===== src/rtl/pl_ctrl_pkg.sv =====
// pl_ctrl_pkg: state type and counter sizing shared by the stall controller slice
package pl_ctrl_pkg;
  typedef enum logic [1:0] {RUN, MD_BUSY, MEM_WAIT} pl_ctrl_state_t;
  function automatic int cnt_width(input int mult_lat, input int div_lat);
    int m;
    m = mult_lat > div_lat ? mult_lat : div_lat;
    return m > 2 ? $clog2(m) : 1;
  endfunction
endpackage


===== src/rtl/pl_stall_controller_if.sv =====
// pl_stall_controller_if: hazard inputs and pipeline-register controls of the stall controller
interface pl_stall_controller_if;
  logic load_use_hazard, branch_taken, ex_md_start, ex_md_is_div, mem_req, mem_ready;
  logic pc_write, IF_ID_write, ID_EX_write, EX_MEM_write;
  logic IF_ID_flush, ID_EX_flush, EX_MEM_flush, MEM_WB_flush, md_done;
  modport master (
    output load_use_hazard, branch_taken, ex_md_start, ex_md_is_div, mem_req, mem_ready,
    input pc_write, IF_ID_write, ID_EX_write, EX_MEM_write,
    input IF_ID_flush, ID_EX_flush, EX_MEM_flush, MEM_WB_flush, md_done
  );
  modport slave (
    input load_use_hazard, branch_taken, ex_md_start, ex_md_is_div, mem_req, mem_ready,
    output pc_write, IF_ID_write, ID_EX_write, EX_MEM_write,
    output IF_ID_flush, ID_EX_flush, EX_MEM_flush, MEM_WB_flush, md_done
  );
endinterface


===== src/rtl/pl_md_counter.sv =====
// pl_md_counter: loadable down-counter with zero flag tracking mult/div occupancy of EX
module pl_md_counter #(
  parameter int W = 5
) (
  input  logic         clk,
  input  logic         rst,
  input  logic         load,
  input  logic         dec,
  input  logic [W-1:0] load_val,
  output logic         zero
);
  logic [W-1:0] cnt;
  always_ff @(posedge clk) begin
    if (rst) cnt <= '0;
    else if (load) cnt <= load_val;
    else if (dec && cnt != '0) cnt <= cnt - W'(1);
  end
  assign zero = cnt == '0;
endmodule


===== src/rtl/pl_stall_controller.sv =====
// pl_stall_controller: prioritised stall/flush sequencer for the 5-stage pipeline
// Optional PL_CTRL_STATS_EN adds stall_cnt/flush_cnt statistics outputs.
import pl_ctrl_pkg::*;
module pl_stall_controller #(
  parameter int MULT_LAT = 4,
  parameter int DIV_LAT  = 32
) (
  input  logic                  clk,
  input  logic                  rst,
`ifdef PL_CTRL_STATS_EN
  output logic [31:0]           stall_cnt,
  output logic [31:0]           flush_cnt,
`endif
  pl_stall_controller_if.slave  s
);
  localparam int W = cnt_width(MULT_LAT, DIV_LAT);
  localparam logic [W-1:0] MULT_LD = W'(MULT_LAT - 2);
  localparam logic [W-1:0] DIV_LD  = W'(DIV_LAT - 2);
  pl_ctrl_state_t state, next;
  logic load, dec, zero;
  logic [W-1:0] load_val;
  always_ff @(posedge clk) begin
    if (rst) state <= RUN;
    else state <= next;
  end
  pl_md_counter #(.W(W)) u_cnt (
    .clk(clk), .rst(rst), .load(load), .dec(dec), .load_val(load_val), .zero(zero)
  );
  assign load_val = s.ex_md_is_div ? DIV_LD : MULT_LD;
  always_comb begin
    next = state;
    load = 1'b0;
    dec = 1'b0;
    {s.pc_write, s.IF_ID_write, s.ID_EX_write, s.EX_MEM_write} = 4'b1111;
    {s.IF_ID_flush, s.ID_EX_flush, s.EX_MEM_flush, s.MEM_WB_flush} = 4'b0000;
    s.md_done = 1'b0;
    if (rst) begin
      {s.IF_ID_flush, s.ID_EX_flush, s.EX_MEM_flush, s.MEM_WB_flush} = 4'b1111;
      next = RUN;
    end else begin
      unique case (state)
        RUN: begin
          if (s.mem_req && !s.mem_ready) begin
            {s.pc_write, s.IF_ID_write, s.ID_EX_write, s.EX_MEM_write} = 4'b0000;
            s.MEM_WB_flush = 1'b1;
            next = MEM_WAIT;
          end else if (s.ex_md_start) begin
            {s.pc_write, s.IF_ID_write, s.ID_EX_write} = 3'b000;
            s.EX_MEM_flush = 1'b1;
            load = 1'b1;
            next = MD_BUSY;
          end else if (s.load_use_hazard) begin
            {s.pc_write, s.IF_ID_write} = 2'b00;
            s.ID_EX_flush = 1'b1;
          end else if (s.branch_taken) begin
            s.IF_ID_flush = 1'b1;
          end
        end
        MEM_WAIT: begin
          if (!s.mem_ready) begin
            {s.pc_write, s.IF_ID_write, s.ID_EX_write, s.EX_MEM_write} = 4'b0000;
            s.MEM_WB_flush = 1'b1;
          end else if (s.ex_md_start) begin
            {s.pc_write, s.IF_ID_write, s.ID_EX_write} = 3'b000;
            s.EX_MEM_flush = 1'b1;
            load = 1'b1;
            next = MD_BUSY;
          end else begin
            next = RUN;
          end
        end
        MD_BUSY: begin
          if (!zero) begin
            {s.pc_write, s.IF_ID_write, s.ID_EX_write} = 3'b000;
            s.EX_MEM_flush = 1'b1;
            dec = 1'b1;
          end else begin
            s.md_done = 1'b1;
            next = RUN;
          end
        end
        default: next = RUN;
      endcase
    end
  end
`ifdef PL_CTRL_STATS_EN
  always_ff @(posedge clk) begin
    if (rst) begin
      stall_cnt <= '0;
      flush_cnt <= '0;
    end else begin
      stall_cnt <= stall_cnt + {31'd0, !s.pc_write};
      flush_cnt <= flush_cnt + {31'd0, s.IF_ID_flush};
    end
  end
`endif
endmodule


===== src/flat_wrapper.sv =====
// flat-port wrapper written by rule: the top's interface ports become plain ports
module pl_stall_controller_flat 
#(
  parameter int MULT_LAT = 4,
  parameter int DIV_LAT  = 32
)
  (clk, rst, s_load_use_hazard, s_branch_taken, s_ex_md_start, s_ex_md_is_div, s_mem_req, s_mem_ready, s_pc_write, s_IF_ID_write, s_ID_EX_write, s_EX_MEM_write, s_IF_ID_flush, s_ID_EX_flush, s_EX_MEM_flush, s_MEM_WB_flush, s_md_done);
  pl_stall_controller_if s_i ();
  input  logic clk;
  input  logic rst;
  input wire logic [$bits(s_i.load_use_hazard)-1:0] s_load_use_hazard;
  input wire logic [$bits(s_i.branch_taken)-1:0] s_branch_taken;
  input wire logic [$bits(s_i.ex_md_start)-1:0] s_ex_md_start;
  input wire logic [$bits(s_i.ex_md_is_div)-1:0] s_ex_md_is_div;
  input wire logic [$bits(s_i.mem_req)-1:0] s_mem_req;
  input wire logic [$bits(s_i.mem_ready)-1:0] s_mem_ready;
  output wire logic [$bits(s_i.pc_write)-1:0] s_pc_write;
  output wire logic [$bits(s_i.IF_ID_write)-1:0] s_IF_ID_write;
  output wire logic [$bits(s_i.ID_EX_write)-1:0] s_ID_EX_write;
  output wire logic [$bits(s_i.EX_MEM_write)-1:0] s_EX_MEM_write;
  output wire logic [$bits(s_i.IF_ID_flush)-1:0] s_IF_ID_flush;
  output wire logic [$bits(s_i.ID_EX_flush)-1:0] s_ID_EX_flush;
  output wire logic [$bits(s_i.EX_MEM_flush)-1:0] s_EX_MEM_flush;
  output wire logic [$bits(s_i.MEM_WB_flush)-1:0] s_MEM_WB_flush;
  output wire logic [$bits(s_i.md_done)-1:0] s_md_done;
  assign s_i.load_use_hazard = s_load_use_hazard;
  assign s_i.branch_taken = s_branch_taken;
  assign s_i.ex_md_start = s_ex_md_start;
  assign s_i.ex_md_is_div = s_ex_md_is_div;
  assign s_i.mem_req = s_mem_req;
  assign s_i.mem_ready = s_mem_ready;
  assign s_pc_write = s_i.pc_write;
  assign s_IF_ID_write = s_i.IF_ID_write;
  assign s_ID_EX_write = s_i.ID_EX_write;
  assign s_EX_MEM_write = s_i.EX_MEM_write;
  assign s_IF_ID_flush = s_i.IF_ID_flush;
  assign s_ID_EX_flush = s_i.ID_EX_flush;
  assign s_EX_MEM_flush = s_i.EX_MEM_flush;
  assign s_MEM_WB_flush = s_i.MEM_WB_flush;
  assign s_md_done = s_i.md_done;
  pl_stall_controller #(.MULT_LAT(MULT_LAT), .DIV_LAT(DIV_LAT)) u_core (.clk(clk), .rst(rst), .s(s_i));
endmodule

===== config.mk =====
export PLATFORM = sky130hd
export DESIGN_NAME = pl_stall_controller_flat
export DESIGN_NICKNAME = d
export VERILOG_FILES = /design/src/rtl/pl_ctrl_pkg.sv /design/src/rtl/pl_stall_controller_if.sv /design/src/rtl/pl_md_counter.sv /design/src/rtl/pl_stall_controller.sv /design/src/flat_wrapper.sv
export SDC_FILE = /design/constraint.sdc
export NUM_CORES = 1
export LEC_CHECK = 0
export CORE_AREA = 10 10 47 49
export DETAILED_ROUTE_END_ITERATION = 10
export DIE_AREA = 0 0 57 59
export GPL_ROUTABILITY_DRIVEN = 0
export PLACE_DENSITY = 0.64
export SYNTH_ARGS = -nofsm -noshare
export SYNTH_HDL_FRONTEND = slang
export SYNTH_SLANG_ARGS = --single-unit

===== constraint.sdc =====
create_clock -name clk -period 1.95 [get_ports clk]
set_input_delay 0.39 -clock clk [delete_from_list [all_inputs] [get_ports clk]]
set_output_delay 0.39 -clock clk [all_outputs]
set_load 0.01 [all_outputs]

# After elaboration in Yosys (flattened, before gate mapping)
# Index checks and enable logic that the tools add are counted.
word_totals:
  reg_bits: 7
  input_bits: 8
  elab_cells: 67
op_classes:
  add_sub_neg: 1
  n_eq_ne: 5
  muxes: 51
  n_reduce_logical: 8
ops:
  columns: ["operator", "n"]
  rows:
  - ["1-bit two-way mux", 37]
  - ["5-bit two-way mux", 3]
  - ["1-bit one-hot mux with 3 select lines", 3]
  - ["2-bit two-way mux", 4]
  - ["1-bit one-hot mux with 2 select lines", 3]
  - ["2-bit one-hot mux with 3 select lines", 1]
  - ["5-bit logical NOT", 1]
  - ["5-bit nonzero test", 1]
  - ["5-bit by 1-bit subtractor with 5-bit output (second input constant)", 1]
  - ["3-bit by 2-bit inequality test with 1-bit output (second input constant)", 1]
  - ["3-bit AND reduction", 1]
  - ["2-bit by 1-bit == test with 1-bit output (second input constant)", 1]
  - ["2-bit == test (second input constant)", 1]
  - ["1-bit logical AND", 2]
  - ["2-bit logical NOT", 1]
  - ["2-bit by 1-bit inequality test with 1-bit output (second input constant)", 1]
  - ["2-bit inequality test (second input constant)", 1]
  - ["2-bit nonzero test", 1]
  - ["1-bit logical NOT", 1]

# Logic depth before layout (Yosys ltp)
# Gate-level depths: netlist (run 1).
logic_depth:
  depth_word: 7
  mapped_depth: 6

# By module
# Synthesis (run 1) repeated with hierarchy kept, for this count alone.
hier_totals:
  cells_unflattened: 69
  area_unflattened_um2: 571.8
by_module_without_submodules:
  columns: ["mod", "instances", "cells_each", "area_each_um2", "seq_area_each_um2"]
  rows:
  - ["pl_md_counter", 1, 37, 326.6, 100.1]
  - ["pl_stall_controller", 1, 32, 245.2, 40.0]

# Worst setup path before layout (run 1)
# OpenSTA, ideal clock, no wires.
synth_timing:
  path_kind: "register to output"
  from: "reg u_core.u_cnt.cnt[0]"
  to: "out s_EX_MEM_flush"
  arrival_time_ns: 1.276
  t_required_ns: 1.560
  setup_slack_ns: 0.284
  stages_incl_launch_ff: 6
  path_cell_list: "dfxtp_1 inv_1 ha_1 nor4b_2 nor2_1 or3_1"
synth_between:
  elab_chain_len: 4
synth_lines:
  columns: ["item", "line_no", "source"]
  rows:
  - ["from (decl)", "pl_md_counter.sv:12", "logic [W-1:0] cnt;"]
  - ["from (signal assigned)", "pl_md_counter.sv:15", "else if (load) cnt <= load_val;"]
  - ["from (signal assigned)", "pl_md_counter.sv:16", "else if (dec && cnt != '0) cnt <= cnt - W'(1);"]
  - ["5-bit logical NOT", "pl_md_counter.sv:18", "assign zero = cnt == '0;"]
  - ["1-bit two-way mux", "pl_stall_controller.sv:73", "if (!zero) begin"]
  - ["1-bit one-hot mux with 3 select lines", "pl_stall_controller.sv:41", "unique case (state)"]
  - ["1-bit two-way mux", "pl_stall_controller.sv:37", "if (rst) begin"]
  - ["to (decl)", "flat_wrapper.sv:23", "output wire logic [$bits(s_i.EX_MEM_flush)-1:0] s_EX_MEM_flush;"]
# Every way passes these cells.

# Final worst setup path (run 1)
layout_timing:
  from: "reg u_core.u_cnt.cnt[1]"
  to: "out s_EX_MEM_flush"
# The elaborated chain is that of the path after synthesis.

==> results of run 1 <==
## metrics by stage
stage,setup slack (ps),cells,hold slack (ps)
detailed placement,-438,110,607
global route,-109,128,611
finish,-37.1,128,545
global placement,-430,110,604
CTS,-63.5,128,627
floorplan,284,63,459
## flip-flops by register name, indices dropped and copies added, names as in the netlist
name and count:
u_core.u_cnt.cnt 5, u_core.state 2
## placed cells by master (no fill, tap or decap), types with 2 or more instances in the layout
cell and count:
clkbuf_4 3, buf_6 4, clkdlybuf4s50_1 5, a31oi_1 2, dfxtp_2 2, inv_2 2, o21ai_1 2, dfxtp_1 5
nand2b_1 2, buf_2 6, o21ai_0 3, inv_1 8, dlygate4sd2_1 3, nor2b_1 4, nor2_1 5, o31ai_1 2
nand2_1 2, nand3_1 2, nor3_2 2, buf_4 26
## kinds of logic (layout without fill, tap and decap cells)
group | after synthesis | count (layout) | synth area share
buffers and inverters | 11 | 60 | 0.0930
AO/OA/AOI/OAI | 20 | 20 | 0.289
adder cells (fa/ha/maj) | 1 | 1 | 0.0258
flip-flops | 7 | 7 | 0.289
AND/OR/NAND/NOR | 24 | 24 | 0.302
## what timing repair did
action / in CTS / in global routing
setup endpoints to repair: 9 / 10
cloned: 0 / 0
buffers inserted: 14 / 1
resized for setup: 43 / 8
pin swaps: 4 / 3
endpoints found under the hold margin: 0 / 0
## area by class of cell
cell class,count,area (sq um)
flip-flops and latches,7,143
clock inverters,1,5.00
fillers,125,449
repair buffers,46,370
well taps,16,20.0
inverters,10,37.5
multi-input cells,45,354
clock buffers,3,22.5
## metal layers
| metal | up-vias | global-route usage | wire, um | share of wire |
|---|---|---|---|---|
| li1 | 329 | - | - | - |
| met3 | 2 | 0.0579 | 142 | 0.076 |
| met5 | - | 0 | 0 | 0 |
| met4 | 0 | 0.0336 | 23 | 0.012 |
| met2 | 23 | 0.169 | 897 | 0.48 |
| met1 | 298 | 0.117 | 794 | 0.43 |
## power breakdown
group	switching (uW)	leakage, uW	internal, uW
Combinational	105	0.000369	136
Clock	63.0	0.0000177	75.4
Sequential	15.1	0.0000584	157
## final timing paths
kind | depth (start not counted) | slack (ps) | endpoint
max reg2reg | 14 | 60 | u_core.u_cnt.cnt[0]
max | 6 | -40 | s_EX_MEM_flush
min reg2reg | 1 | 620 | u_core.state[1]
min | 3 | 550 | u_core.state[1]
## critical path: stages (launching register included)
cell,delay (ps)
dfxtp_2,320
inv_2,70
ha_4,140
nor4b_4,250
nor2_1,100
or3_1,320
buf_2,150
==> impl_metrics.csv, run 1 <==
group,metric,value,unit
run_status,status,"finished, violations left",
run_status,failed_checks,"setup timing",
synth,synthTopCellsByArea,"dfxtp_1, inv_1, nor2b_1, o21ai_0, nor2_1",
worst_setup_path,endpoint_kind,"output port",
drt,drtAntennaViolNets,0,
finish,fin_area,952,sq um
sta,rsz0062_at_grt,"yes",
worst_setup_path,cp-start-kind,"register",
cts,cts_tree,"yes",
drt,drtIter0Drc,7,
cts,htreeDepth,1,
synth,synthArstFlopShare,0,
synth,seq_area_frac_synth,0.289,
sta,setup_ws,-37.1,ps
cts,clkTransAtPathRegs,60,ps
worst_setup_path,r2r-start,"u_core.u_cnt.cnt[0]",
finish,antennaDiodeCount,0,
floorplan,row_count,14,
sta,finalCriticalPeriod,1990,ps
finish,fin_nets,122,
synth,synth_edf_count,0,
cts,clock_path_buffers,2,
sta,slew_violations,0,
grt,grt_max_degree,10,
worst_setup_path,crit_start,"u_core.u_cnt.cnt[1]",
worst_hold_path,hp-start,"s_mem_req",
sta,slew-limit-headroom,0.771,
synth,yosys_warnings,0,
grt,antenna_found_initial,0,
sta,final.setup.tns,-37.1,ps
worst_setup_path,required,1560,ps
grt,grt_pass1_wl,2840,um
pwr,finalPower,551,uW
grt,track_usage,0.106,
drt,route.detailed.drc,0,
sta,final.setup_skew,5.25,ps
synth,synth.most_common_cell,"inv_1",
place,port_buffers,16,
synth,netlist_area,484,sq um
cts,cts_hold_buf,0,
drt,first_pass_iters,5,
pwr,p_leak,0.000445,uW
worst_setup_path,critPathMaxFanout,3,
grt,first_global_vias,645,
floorplan,dieHeight,59,um
sta,finalCritPeriodShare,1.02,
floorplan,coreArea,1400,sq um
synth,synth_top_area_share,0.289,
cts,root_buffer,"clkbuf_4",
synth,synth_area_per_cell,7.69,sq um
cts,cts_buffers,3,
sta,hold_viol,0,
pwr,power_density,579,nW/um^2
synth,synth_ff_type,"dfxtp_1",
drt,dr_total_vias,652,
floorplan,die_w,57,um
place,placedInstanceArea,777,sq um
synth,synth_largest_area_cell,"dfxtp_1",
drt,wl,1860,um
finish,area_growth,96.6,%
synth,syn-num-nets,72,
finish,drive_gt1_frac,0.500,
sta,fmax,0.503,GHz
grt,grt-ovfl-total,0,
worst_hold_path,hold_class,"input pin to register",
sta,setup_viol,1,
place,dp_hpwl,1160,um
floorplan,io_pins,17,
cts,clkLatencyLatePin,260,ps
pwr,peakVddDrop,0.381,mV
floorplan,initial_core_util,0.346,
sta,tightest_slew,341,ps
worst_setup_path,critical_path_class,"register to output port",
cts,cts.sinks,7,
job,maxCapViolations,0,
worst_setup_path,cp.arrival,1600,ps
synth,syn_inst,63,
drt,routedWlPerCell,14.5,um
synth,ys_ff_latch,7,
floorplan,dieArea,3360,sq um
finish,layout.core_utilization,0.679,
synth,synthDistinctLibCells,29,
drt,vias_per_cell,5.09,
synth,yosys-top-cells-count,"inv_1, dfxtp_1, nor2_1, o21ai_0, nor2b_1",
Power figures use the tool's default switching activity.
==> run 2, diff against run 1 <==
==> constraint.sdc (replaced) <==
create_clock -name clk -period 1.95 [get_ports clk]
set_input_delay 0.39 -clock clk [delete_from_list [all_inputs] [get_ports clk]]
set_output_delay 0.39 -clock clk [all_outputs]
set_load 0.02 [all_outputs]
==> run 2 against run 1 <==
  * The flow now finishes without violations
  * Via count fell by 5.4%
  * Global-route usage fell by 1.2 points
  * Final cell count fell by 6.3%
  * Register-to-register slack improved by 370 ps
  * Sequential share of layout area rose by 0.45 points
  * Utilization fell by 2.0 points
  * Power rose by 2.8%
  * Setup slack improved by 66 ps
  * Hold slack got worse by 63 ps
  * First-iteration DRC count rose by 57%
  * Largest power group unchanged
==> impl_metrics.csv, run 2 (synthesis gave the netlist of run 1 again) <==
group,metric,value,unit
run_status,status,"finished clean",
drt,drtAntennaViolNets,0,
sta,rsz0062_at_grt,"yes",
place,port_buffers,16,
cts,root_buffer,"clkbuf_4",
pwr,p_comb_frac,0.457,
sta,final.setup_skew,1.85,ps
drt,vias_per_cell,5.14,
floorplan,io_pins,17,
cts,clock_path_buffers,2,
finish,fin_nets,114,
floorplan,coreArea,1400,sq um
grt,grt-ovfl-total,0,
pwr,internal_power,377,uW
finish,final_cells,120,
floorplan,dieHeight,59,um
pwr,power_density,613,nW/um^2
sta,slew_violations,0,
worst_setup_path,endpoint_kind,"output port",
finish,antennaDiodeCount,0,
pwr,peakVddDrop,0.539,mV
cts,clkTransAtPathRegs,60,ps
worst_setup_path,cp.arrival,1530,ps
cts,cts_tree,"yes",
worst_hold_path,hold_class,"input pin to register",
place,dp_hpwl,1270,um
grt,grt_pass1_wl,2630,um
worst_setup_path,required,1560,ps
cts,cts_hold_buf,0,
worst_setup_path,worstPathCellList,"inv_2, ha_4, nor4b_4, nor2_2, or3_4, buf_6",
drt,first_pass_iters,4,
place,place_inst,112,
sta,setup_viol,0,
finish,final_common_cell,"buf_4",
place,post-place-ws,-488,ps
floorplan,die_w,57,um
finish,final_cell_mix,"buf_4, inv_1, dfxtp_1",
sta,finalCritPeriodShare,0.985,
sta,final.setup.tns,0,ps
sta,setup_ws,29.0,ps
drt,wl,1610,um
cts,cts.sinks,7,
pwr,p_switching,190,uW
worst_setup_path,critical-path-slowest-cell,"or3_4",
worst_setup_path,cp-start-kind,"register",
sta,tightest_slew,342,ps
floorplan,row_count,14,
drt,route.detailed.drc,0,
job,maxCapViolations,0,
drt,drtIter0Drc,11,
worst_setup_path,critPathMaxFanout,2,
finish,regMostFlops,"u_core.u_cnt.cnt",
grt,grt_max_degree,9,
pwr,swShare,0.336,
cts,clkLatencyLatePin,250,ps
grt,first_global_vias,626,
finish,drive_gt1_frac,0.500,
cts,htreeDepth,1,
drt,dr_total_vias,617,
floorplan,initial_core_util,0.346,
pwr,p_leak,0.000446,uW
finish,largest_register_ffs,5,
sta,fmax,0.521,GHz
finish,fill_cells,114,
cts,cts_buffers,3,
pwr,pwr-share-clk,0.240,
grt,track_usage,0.0942,
finish,largestRegisters,"u_core.u_cnt.cnt: 5 flops, u_core.state: 2 flops",
sta,slew-limit-headroom,0.770,
finish,area_growth,91.0,%
pwr,p_seq_frac,0.303,
sta,hold_slack,482,ps
grt,antenna_found_initial,0,
sta,hold_viol,0,
sta,finalCriticalPeriod,1920,ps
drt,routedWlPerCell,13.4,um
worst_setup_path,worst_path_largest_cell_delay,330,ps
floorplan,dieArea,3360,sq um
worst_setup_path,critical_path_class,"register to output port",
==> run 2: path summary, 6_finish.rpt <==
check,startpoint,endpoint,slack (ps),depth (start not counted)
worst max-delay path,u_core.u_cnt.cnt[0],s_EX_MEM_flush,30,6
worst min register to register,u_core.u_cnt.cnt[0],u_core.u_cnt.cnt[0],630,3
worst max register to register,u_core.state[0],u_core.u_cnt.cnt[2],430,4
worst min-delay path,rst,u_core.state[1],480,2
==> run 2: per-stage QoR <==
| stage | power (uW) | area [sq um] | utilization |
|---|---|---|---|
| final | 567 | 925 | 0.660 |
| after global routing | 599 | 925 | 0.660 |
| after CTS | 538 | 851 | 0.607 |
| after detailed placement | 382 | 792 | 0.565 |
| after global placement | 378 | 792 | 0.565 |
| after floorplan | 272 | 484 | - |
==> run 2: critical path: cells and delay by family, from the launching register on <==
| kind | cells | cell delay (ps) |
|---|---|---|
| simple gates | 3 | 630 |
| flops | 1 | 320 |
| buf+inv | 2 | 210 |
| fa+ha+maj | 1 | 130 |
==> run 2: power by group through the flow <==
stage | sequential (uW) | combinational, uW | clock, uW
after floorplan | 171 | 100 | 0
after global placement | 170 | 208 | 0
after detailed placement | 170 | 212 | 0
after CTS | 170 | 232 | 136
after global routing | 173 | 282 | 144
final | 172 | 259 | 136
==> run 2: repair_timing <==
item / CTS / global route
pin swaps: 1 / 5
setup buffers: 2 / 2
hold endpoints to repair: 0 / 0
gates resized for setup: 50 / 21
endpoints found under the setup margin: 9 / 9
==> run 2: layout make-up <==
class,count,area [sq um],area share
Clock buffer,4,26.3,0.0284
Inverter,10,37.5,0.0406
Multi-Input combinational cell,45,374,0.405
Sequential cell,7,143,0.154
Tap cell,16,20.0,0.0217
Timing Repair Buffer,38,324,0.350
==> run 2: per-layer routing <==
metal,track usage,share of wire,vias to the layer above
li1,-,-,313
met4,0.0336,0.0062,0
met5,0,0,-
met2,0.160,0.48,17
met1,0.102,0.43,285
met3,0.0408,0.078,2
